==> src/rtl/stim_seq_pkg.sv <==
// stim_seq_pkg
// Shared types and default parameter values for the stimulus sequencer.
//   state_e      : sequencer FSM states (IDLE, FETCH, DRIVE, DONE)
//   DEF_*        : default FIELD_W / N_FIELDS / DEPTH used by stim_sequencer
package stim_seq_pkg;

  localparam int DEF_FIELD_W  = 128;
  localparam int DEF_N_FIELDS = 2;
  localparam int DEF_DEPTH    = 16;

  typedef enum logic [1:0] {
    IDLE  = 2'd0,
    FETCH = 2'd1,
    DRIVE = 2'd2,
    DONE  = 2'd3
  } state_e;

endpackage

==> src/rtl/stim_ram.sv <==
// stim_ram
// Program store for the stimulus sequencer: DEPTH x W synchronous RAM with
// one write port and one registered read port. On a same-address write/read
// in one cycle the read returns the previous contents (read-first).
// Ports:
//   clk      : clock, rising edge
//   rst      : synchronous active-low reset (clears only the read register)
//   wr_en    : write strobe
//   wr_addr  : write address
//   wr_data  : write word
//   rd_en    : read strobe; rd_data holds its value while low
//   rd_addr  : read address
//   rd_data  : registered read word
module stim_ram #(
  parameter int W     = 256,
  parameter int DEPTH = 16,
  parameter int AW    = $clog2(DEPTH)
) (
  input  logic          clk,
  input  logic          rst,
  input  logic          wr_en,
  input  logic [AW-1:0] wr_addr,
  input  logic [W-1:0]  wr_data,
  input  logic          rd_en,
  input  logic [AW-1:0] rd_addr,
  output logic [W-1:0]  rd_data
);

  logic [W-1:0] mem [DEPTH];

  // NOTE: the storage array has no reset so it maps onto RAM macros; only
  // the output register is reset, which is what the sequencer exposes.
  always_ff @(posedge clk) begin
    if (wr_en) mem[wr_addr] <= wr_data;
  end

  // NOTE: non-blocking assignment here is what makes the read see the old
  // word when a write hits the same address in the same cycle.
  always_ff @(posedge clk) begin
    if (!rst)       rd_data <= '0;
    else if (rd_en) rd_data <= mem[rd_addr];
  end

endmodule

==> src/rtl/stim_sequencer.sv <==
// stim_sequencer
// Stimulus replay engine. A program of W-bit words (W = FIELD_W*N_FIELDS) is
// written into stim_ram, then replayed from address 0 to last_addr under a
// valid/ready handshake, optionally looping. Each word is presented on
// out_fields, field i = out_fields[i*FIELD_W +: FIELD_W].
// Optional feature macro: STIM_SEQ_CHKSUM_EN -- when defined, chksum is the
// running XOR of every accepted vector; otherwise chksum is tied to zero.
// Ports:
//   clk, rst           : clock and synchronous active-low reset
//   wr_en/wr_addr/wr_data : program RAM write port (usable at any time)
//   start              : begin a run at address 0 (only accepted in IDLE)
//   last_addr, loop_en : run bounds, latched when start is accepted
//   abort              : end the current run (done pulses)
//   out_valid/out_ready: vector handshake
//   out_fields, pc     : current vector and its program address
//   busy, done, chksum : status outputs
module stim_sequencer
  import stim_seq_pkg::*;
#(
  parameter  int FIELD_W  = DEF_FIELD_W,
  parameter  int N_FIELDS = DEF_N_FIELDS,
  parameter  int DEPTH    = DEF_DEPTH,
  localparam int W        = FIELD_W * N_FIELDS,
  localparam int AW       = $clog2(DEPTH)
) (
  input  logic          clk,
  input  logic          rst,
  input  logic          wr_en,
  input  logic [AW-1:0] wr_addr,
  input  logic [W-1:0]  wr_data,
  input  logic          start,
  input  logic [AW-1:0] last_addr,
  input  logic          loop_en,
  input  logic          abort,
  output logic          out_valid,
  input  logic          out_ready,
  output logic [W-1:0]  out_fields,
  output logic [AW-1:0] pc,
  output logic          busy,
  output logic          done,
  output logic [W-1:0]  chksum
);

  // Highest legal program address; last_addr values above it are clamped.
  localparam logic [AW-1:0] LAST_MAX = AW'(DEPTH - 1);

  state_e        state_q, state_d;
  logic [AW-1:0] pc_q, pc_d;
  logic [AW-1:0] last_q;
  logic          loop_q;
  logic          out_valid_q;
  logic          start_ok;
  logic          hs;
  logic          rd_en;

  // NOTE: every signal driven here gets a default first, so no path through
  // the case statement can leave one unassigned and infer a latch.
  always_comb begin
    state_d  = state_q;
    pc_d     = pc_q;
    start_ok = 1'b0;
    rd_en    = 1'b0;
    hs       = out_valid_q && out_ready;
    unique case (state_q)
      IDLE: begin
        // abort beats a simultaneous start: the run never begins.
        if (start && !abort) begin
          start_ok = 1'b1;
          pc_d     = '0;
          state_d  = FETCH;
        end
      end
      FETCH: begin
        if (abort) begin
          state_d = DONE;
        end else begin
          rd_en   = 1'b1;
          state_d = DRIVE;
        end
      end
      DRIVE: begin
        if (hs) begin
          if (pc_q != last_q) begin
            pc_d    = pc_q + 1'b1;
            state_d = FETCH;
          end else if (loop_q) begin
            pc_d    = '0;
            state_d = FETCH;
          end else begin
            state_d = DONE;
          end
        end
        if (abort) begin
          pc_d    = pc_q;
          state_d = DONE;
        end
      end
      DONE:    state_d = IDLE;
      default: state_d = IDLE;
    endcase
  end

  always_ff @(posedge clk) begin
    if (!rst) begin
      state_q     <= IDLE;
      pc_q        <= '0;
      last_q      <= '0;
      loop_q      <= 1'b0;
      out_valid_q <= 1'b0;
    end else begin
      state_q     <= state_d;
      pc_q        <= pc_d;
      // A vector is on offer exactly while the FSM sits in DRIVE.
      out_valid_q <= (state_d == DRIVE);
      if (start_ok) begin
        last_q <= (last_addr > LAST_MAX) ? LAST_MAX : last_addr;
        loop_q <= loop_en;
      end
    end
  end

  // The RAM read register doubles as the out_fields register: it only loads
  // in FETCH, so the vector stays stable through DRIVE even if the program
  // is rewritten underneath it.
  stim_ram #(
    .W     (W),
    .DEPTH (DEPTH),
    .AW    (AW)
  ) u_ram (
    .clk     (clk),
    .rst     (rst),
    .wr_en   (wr_en),
    .wr_addr (wr_addr),
    .wr_data (wr_data),
    .rd_en   (rd_en),
    .rd_addr (pc_q),
    .rd_data (out_fields)
  );

`ifdef STIM_SEQ_CHKSUM_EN
  logic [W-1:0] chksum_q;

  // A handshake coinciding with abort is still an accepted vector.
  always_ff @(posedge clk) begin
    if (!rst)          chksum_q <= '0;
    else if (start_ok) chksum_q <= '0;
    else if (hs)       chksum_q <= chksum_q ^ out_fields;
  end

  assign chksum = chksum_q;
`else
  assign chksum = '0;
`endif

  assign out_valid = out_valid_q;
  assign pc        = pc_q;
  assign busy      = (state_q != IDLE);
  assign done      = (state_q == DONE);

endmodule

==> config.mk <==
export PLATFORM = sky130hd
export DESIGN_NAME = stim_sequencer
export DESIGN_NICKNAME = d
export VERILOG_FILES = /design/src/rtl/stim_seq_pkg.sv /design/src/rtl/stim_ram.sv /design/src/rtl/stim_sequencer.sv
export SDC_FILE = /design/constraint.sdc
export NUM_CORES = 2
export LEC_CHECK = 0
export BUFFER_PORTS_ARGS = -buffer_cell sky130_fd_sc_hd__buf_4
export CORE_MARGIN = 5
export CORE_UTILIZATION = 55
export DETAILED_ROUTE_END_ITERATION = 10
export HOLD_SLACK_MARGIN = 0.1
export PLACE_DENSITY = 0.78
export SYNTH_ARGS = -nofsm -noshare
export SYNTH_HDL_FRONTEND = slang
export SYNTH_SLANG_ARGS = --single-unit
==> constraint.sdc <==
create_clock -name clk -period 20.9 [get_ports clk]
set_clock_uncertainty 0.15 [all_clocks]
set_input_delay 1.045 -clock clk [delete_from_list [all_inputs] [get_ports clk]]
set_output_delay 1.045 -clock clk [all_outputs]
set_load 0.02 [all_outputs]
# --- Yosys cells after proc, flatten, opt, wreduce, memory -nomap -nowiden ---
# Memory sizes are Yosys's and may differ from the RTL's. A register that Yosys moved wholly into a read port is not among the register bits.
# Cells that the tools add are included.
totals:
  reg_bits: 12
  latchBits: 0
  ram_bits: 4096
  romBits: 0
  inputBits: 271
  output_inout_bits: 519
  word_cells: 45
  n_memories: 1
op_classes:
  add_sub_neg: 1
  multipliers: 0
  div_mod_pow: 0
  n_lt_le_gt_ge: 1
  eq_ne: 9
  shifts: 0
  n_mux: 20
  bitwise_logic: 0
  reduce_logical: 8
mem_list:
  columns: ["memory", "depth", "width", "rd", "rd_ports_with_merged_regs", "write_ports", "line", "source"]
  rows:
  - ["u_ram.mem", 16, 256, 1, 1, 1, "stim_ram.sv:29", "logic [W-1:0] mem [DEPTH];"]
op_table:
  columns: ["operator", "n"]
  rows:
  - ["$mux 4", 6]
  - ["$mux 2", 5]
  - ["$pmux 2 s4", 1]
  - ["$pmux 4 s2", 1]
  - ["$mux 1", 7]
  - ["$eq 2x2->1 const B", 3]
  - ["$ne 2x2->1 const B", 3]
  - ["$reduce_and 5->1", 1]
  - ["$add 4x1->4 const B", 1]
  - ["$gt 4x4->1 const B", 1]
  - ["$ne 4x4->1", 1]
  - ["$reduce_bool 2->1", 2]
  - ["$ne 3x3->1 const B", 1]
  - ["$eq 2x1->1 const B", 1]
  - ["$logic_and 1x1->1", 2]
  - ["$logic_not 1->1", 2]
  - ["$logic_not 2->1", 1]

# --- Depth between registers and ports, before layout ---
logic_depth:
  ltp_word: 6
  ltp_mapped: 9
  depth_no_buf: 5

# --- By module ---
# A second synthesis with hierarchy kept.
hier_totals:
  cells_unflattened: 9746
  area_unflattened_um2: 167474.4
modules_own_cells:
  columns: ["mod", "n_inst", "cells_per_inst", "area_per_inst_um2", "seq_area_each_um2"]
  rows:
  - ["stim_ram", 1, 9418, 164903.2, 128122.9]
  - ["stim_sequencer", 1, 328, 2571.2, 240.2]

# --- Least setup slack after synthesis ---
# OpenSTA, ideal clock, no wires.
synth_timing:
  path_kind: "input to register"
  start: "in wr_addr[2]"
  end: "mem u_ram.mem[0][0], enable pin"
  setup_ns: 1.190
  arrival_time_ns: 18.778
  required_ns: 19.560
  path_slack_ns: 0.781
  path_stages: 2
  path_buffers: 0
  cell_sequence: "or3b_2 nor3_1"
synth_lines:
  columns: ["item", "line", "source"]
  rows:
  - ["from (decl)", "stim_sequencer.sv:29", "input logic [AW-1:0] wr_addr,"]
  - ["to (decl)", "stim_ram.sv:29", null]
# Straight into the memory's write port.

==> flow_summary.toml <==
[route]
drt_iter0_markers = 10600
routed_wirelength_um = 402000
ant_nets = 0
via_count = 80000
dr.pass1.iters = 6
vias_per_cell = 6.44
detail_route.drc_violations = 0
wire_per_inst_um = 32.3

[place]
port-buffer-count = 533
hpwl_um = 206000
routabilityCongestion = 0.771
placed_area_sq_um = 171000
place_inst = 11600

[logic_synthesis]
synth_mux_area_share_pct = 15.4
async_flop_share_pct = 0
synth_top_family_by_area = "multiplexers"
synth-simple-area-share_pct = 0.650
synth_area_sq_um = 164000
synth_xor_area_share_pct = 0.0214
ys.flop_type = "edfxtp_1"
synth.distinct_cells = 51
ys_seq_area_share_pct = 78.5
synth-edff-count = 4096
synthAdderAreaFrac_pct = 0.00765
synth-seq-cells = 4364
avgSynthCellArea_sq_um = 22.3
synth_warnings = 0
synth_compound_area_share_pct = 3.00
synthCells = 7349

[clocking]
worstSkewPairLatency_ns = 0.98
clock_sinks = 4364
cts_buffer_depth = 4
tritoncts = "yes"
cts-root-buf = "clkbuf_16"
path_clk_slew_ns = 0.06
cts_setup_buffers = 0
cts_hold_buf = 0
htreeDepth = 5
cts_resized = 0
cts_buffers = 420

[worst_hold_path]
hold_depth = 3
hold_class = "input pin to register"
hold_end = "last_q[0]$_SDFFE_PN0P_"
hold_start = "last_addr[0]"

[global_route]
overflow = 0
grt_max_degree = 135
grt_pass1_vias = 82400
grtUsageTotal_pct = 25.7
grt_pass1_wl_um = 578000
antenna_found_initial = 76

[flow_run]
cap_violations = 0

[sta]
setup_tns_ns = 0
relSlewSlack_pct = 15.4
fin_crit_sh_pct = 30.0
period_minus_slack_ns = 6.26
slew_violations = 0
rsz0062_at_grt = "false"
fmax_mhz = 160
setup_viol = 0
timing_hold_violations_final = 0
tightest_slew_ns = 1.27

[critical_path]
critPathSlowestCell = "buf_4"
cpMostUsedCell = "buf_4"
timing.rr.start = "pc[0]$_SDFFE_PN0P_"
cp-start-kind = "register"
crit_required_ns = 21.51
end_kind = "register"
path_cells = "buf_4 > buf_4 > buf_4 > buf_4 > buf_4 > mux4_2 > o22ai_1 > a211oi_1"
slowest_delay_ns = 0.90
r2r_end = "u_ram.rd_data[223]$_SDFFE_PN0P_"
path_max_fanout = 50
cp_top_family = "buffers and inverters"
worst-setup-path-type = "register to register"
arrival_ns = 6.88
cp_num_buf_inv = 5
rr_worst_depth = 8
r2r_setup_slack_ns = 14.64

[power_and_ir_drop]
power_density_nw_per_um2 = 97.1
total_power_w = 0.0180
p_leak_nw = 57.4
ir_worst_vdd_uv = 108

[floorplan]
die_w_um = 555
die_area_sq_um = 308000
io_pins = 790
core_area_sq_um = 297000
initial_core_util_pct = 55.1
dieHeight_um = 555
num_rows = 200

[finish]
layout-drive-gt1-share_pct = 27.3
final_area_sq_um = 185000
fin_cells = 12400
area_growth_pct = 13.4
fin_nets = 8332

[status]
outcome = "finished, final reports clean"
## worst register-to-register path: stages, from the launching register on
cell      delay [ns]
dfxtp_4         0.59
buf_4           0.91
buf_4           0.78
buf_4           0.87
buf_4           0.87
buf_4           0.89
mux4_2          0.63
o22ai_1         0.28
a211oi_1        0.11
## synthesized netlist by cell type (2+ instances only)
master / instances / area share (%)
dfxtp_1: 268 / 3.3
o22ai_1: 160 / 0.61
buf_1: 14 / 0.032
edfxtp_1: 4096 / 75
nor3_1: 37 / 0.11
mux2i_1: 424 / 2.6
nand2_1: 118 / 0.27
mux4_2: 931 / 13
nor2_1: 30 / 0.069
a21oi_1: 42 / 0.13
a22o_1: 12 / 0.064
a211oi_1: 94 / 0.43
nor2_2: 2 / 0.0077
clkbuf_1: 102 / 0.23
a222oi_1: 3 / 0.018
a22oi_1: 151 / 0.69
nor2b_1: 10 / 0.038
buf_6: 6 / 0.041
and2b_1: 2 / 0.0092
o21ai_0: 155 / 0.47
nand2b_1: 5 / 0.019
a221oi_1: 13 / 0.070
and2_1: 4 / 0.015
nand3b_1: 4 / 0.018
o21ai_1: 6 / 0.018
o211ai_1: 103 / 0.47
xnor2_1: 4 / 0.021
buf_2: 225 / 0.69
buf_4: 306 / 1.4
## metal layers
layer,track usage [%],wire (um)
met5,0,368
met4,8.56,13300
met3,6.53,42900
met2,42.2,200000
met1,34.0,146000
## worst max-delay path by stage
stage	depth (start not counted)	start	end	slack, ns
after floorplan	2	wr_addr[2]	u_ram.mem[0][0]$_DFFE_PP_	0.78
after global placement	8	pc[0]$_SDFFE_PN0P_	u_ram.rd_data[202]$_SDFFE_PN0P_	14.53
after detailed placement	8	pc[0]$_SDFFE_PN0P_	u_ram.rd_data[223]$_SDFFE_PN0P_	14.48
after CTS	8	pc[0]$_SDFFE_PN0P_	u_ram.rd_data[223]$_SDFFE_PN0P_	14.40
after global routing	8	pc[0]$_SDFFE_PN0P_	u_ram.rd_data[223]$_SDFFE_PN0P_	13.98
final	8	pc[0]$_SDFFE_PN0P_	u_ram.rd_data[223]$_SDFFE_PN0P_	14.64
## metrics by stage
step | hold slack, ns | worst slack [ns] | utilization, %
floorplan | 0.330 | 0.781 | -
global placement | 0.307 | 14.53 | 57.7
detailed placement | 0.324 | 14.48 | 57.7
CTS | 0.123 | 14.40 | 62.5
global route | 0.168 | 13.98 | 62.5
finish | 0.204 | 14.64 | 62.5
## final cells by class
| class | count | area (sq um) |
|---|---|---|
| Antenna cell | 61 | 153 |
| Clock buffer | 587 | 11800 |
| Clock inverter | 207 | 2400 |
| Fill cell | 19100 | 111000 |
| Inverter | 1 | 3.75 |
| Multi-Input combinational cell | 2586 | 32300 |
| Sequential cell | 4364 | 128000 |
| Tap cell | 3939 | 4930 |
| Timing Repair Buffer | 687 | 5420 |
## layout by cell type (no fill, tap or decap), types with 13 or more instances in the layout
cell	n
clkbuf_1	106
edfxtp_1	4096
mux2i_1	424
conb_1	256
nor2_4	16
clkinv_2	81
dfxtp_1	264
nor2_1	14
clkbuf_8	59
clkbuf_16	422
a221oi_1	13
mux4_2	931
buf_12	21
a211oi_1	94
clkinv_1	45
diode_2	61
clkinv_16	14
a22oi_1	151
o21ai_0	155
buf_4	665
a21oi_1	42
o211ai_1	103
nand2_1	115
bufinv_16	36
o22ai_1	160
nor3_1	33
## report_power, final
| part | internal, W | total, W | switching (W) |
|---|---|---|---|
| Sequential | 0.00975 | 0.00983 | 0.0000780 |
| Clock | 0.00441 | 0.00767 | 0.00326 |
| Combinational | 0.000142 | 0.000510 | 0.000368 |
| Total | 0.0143 | 0.0180 | 0.00371 |
## cells by family after synthesis
family                   after synthesis
flip-flops                          4364
AO/OA/AOI/OAI                        742
multiplexers                        1355
other                                  1
adder cells (fa/ha/maj)                1
XOR/XNOR                               4
buffers and inverters                654
AND/OR/NAND/NOR                      228
## registers in the layout (all words and copies together) (netlist names)
| name | flops |
|---|---|
| u_ram.mem | 4096 |
| u_ram.rd_data | 256 |
| last_q | 4 |
| pc | 4 |
| state_q | 2 |
| loop_q | 1 |
| out_valid | 1 |
Power figures use the tool's default switching activity.
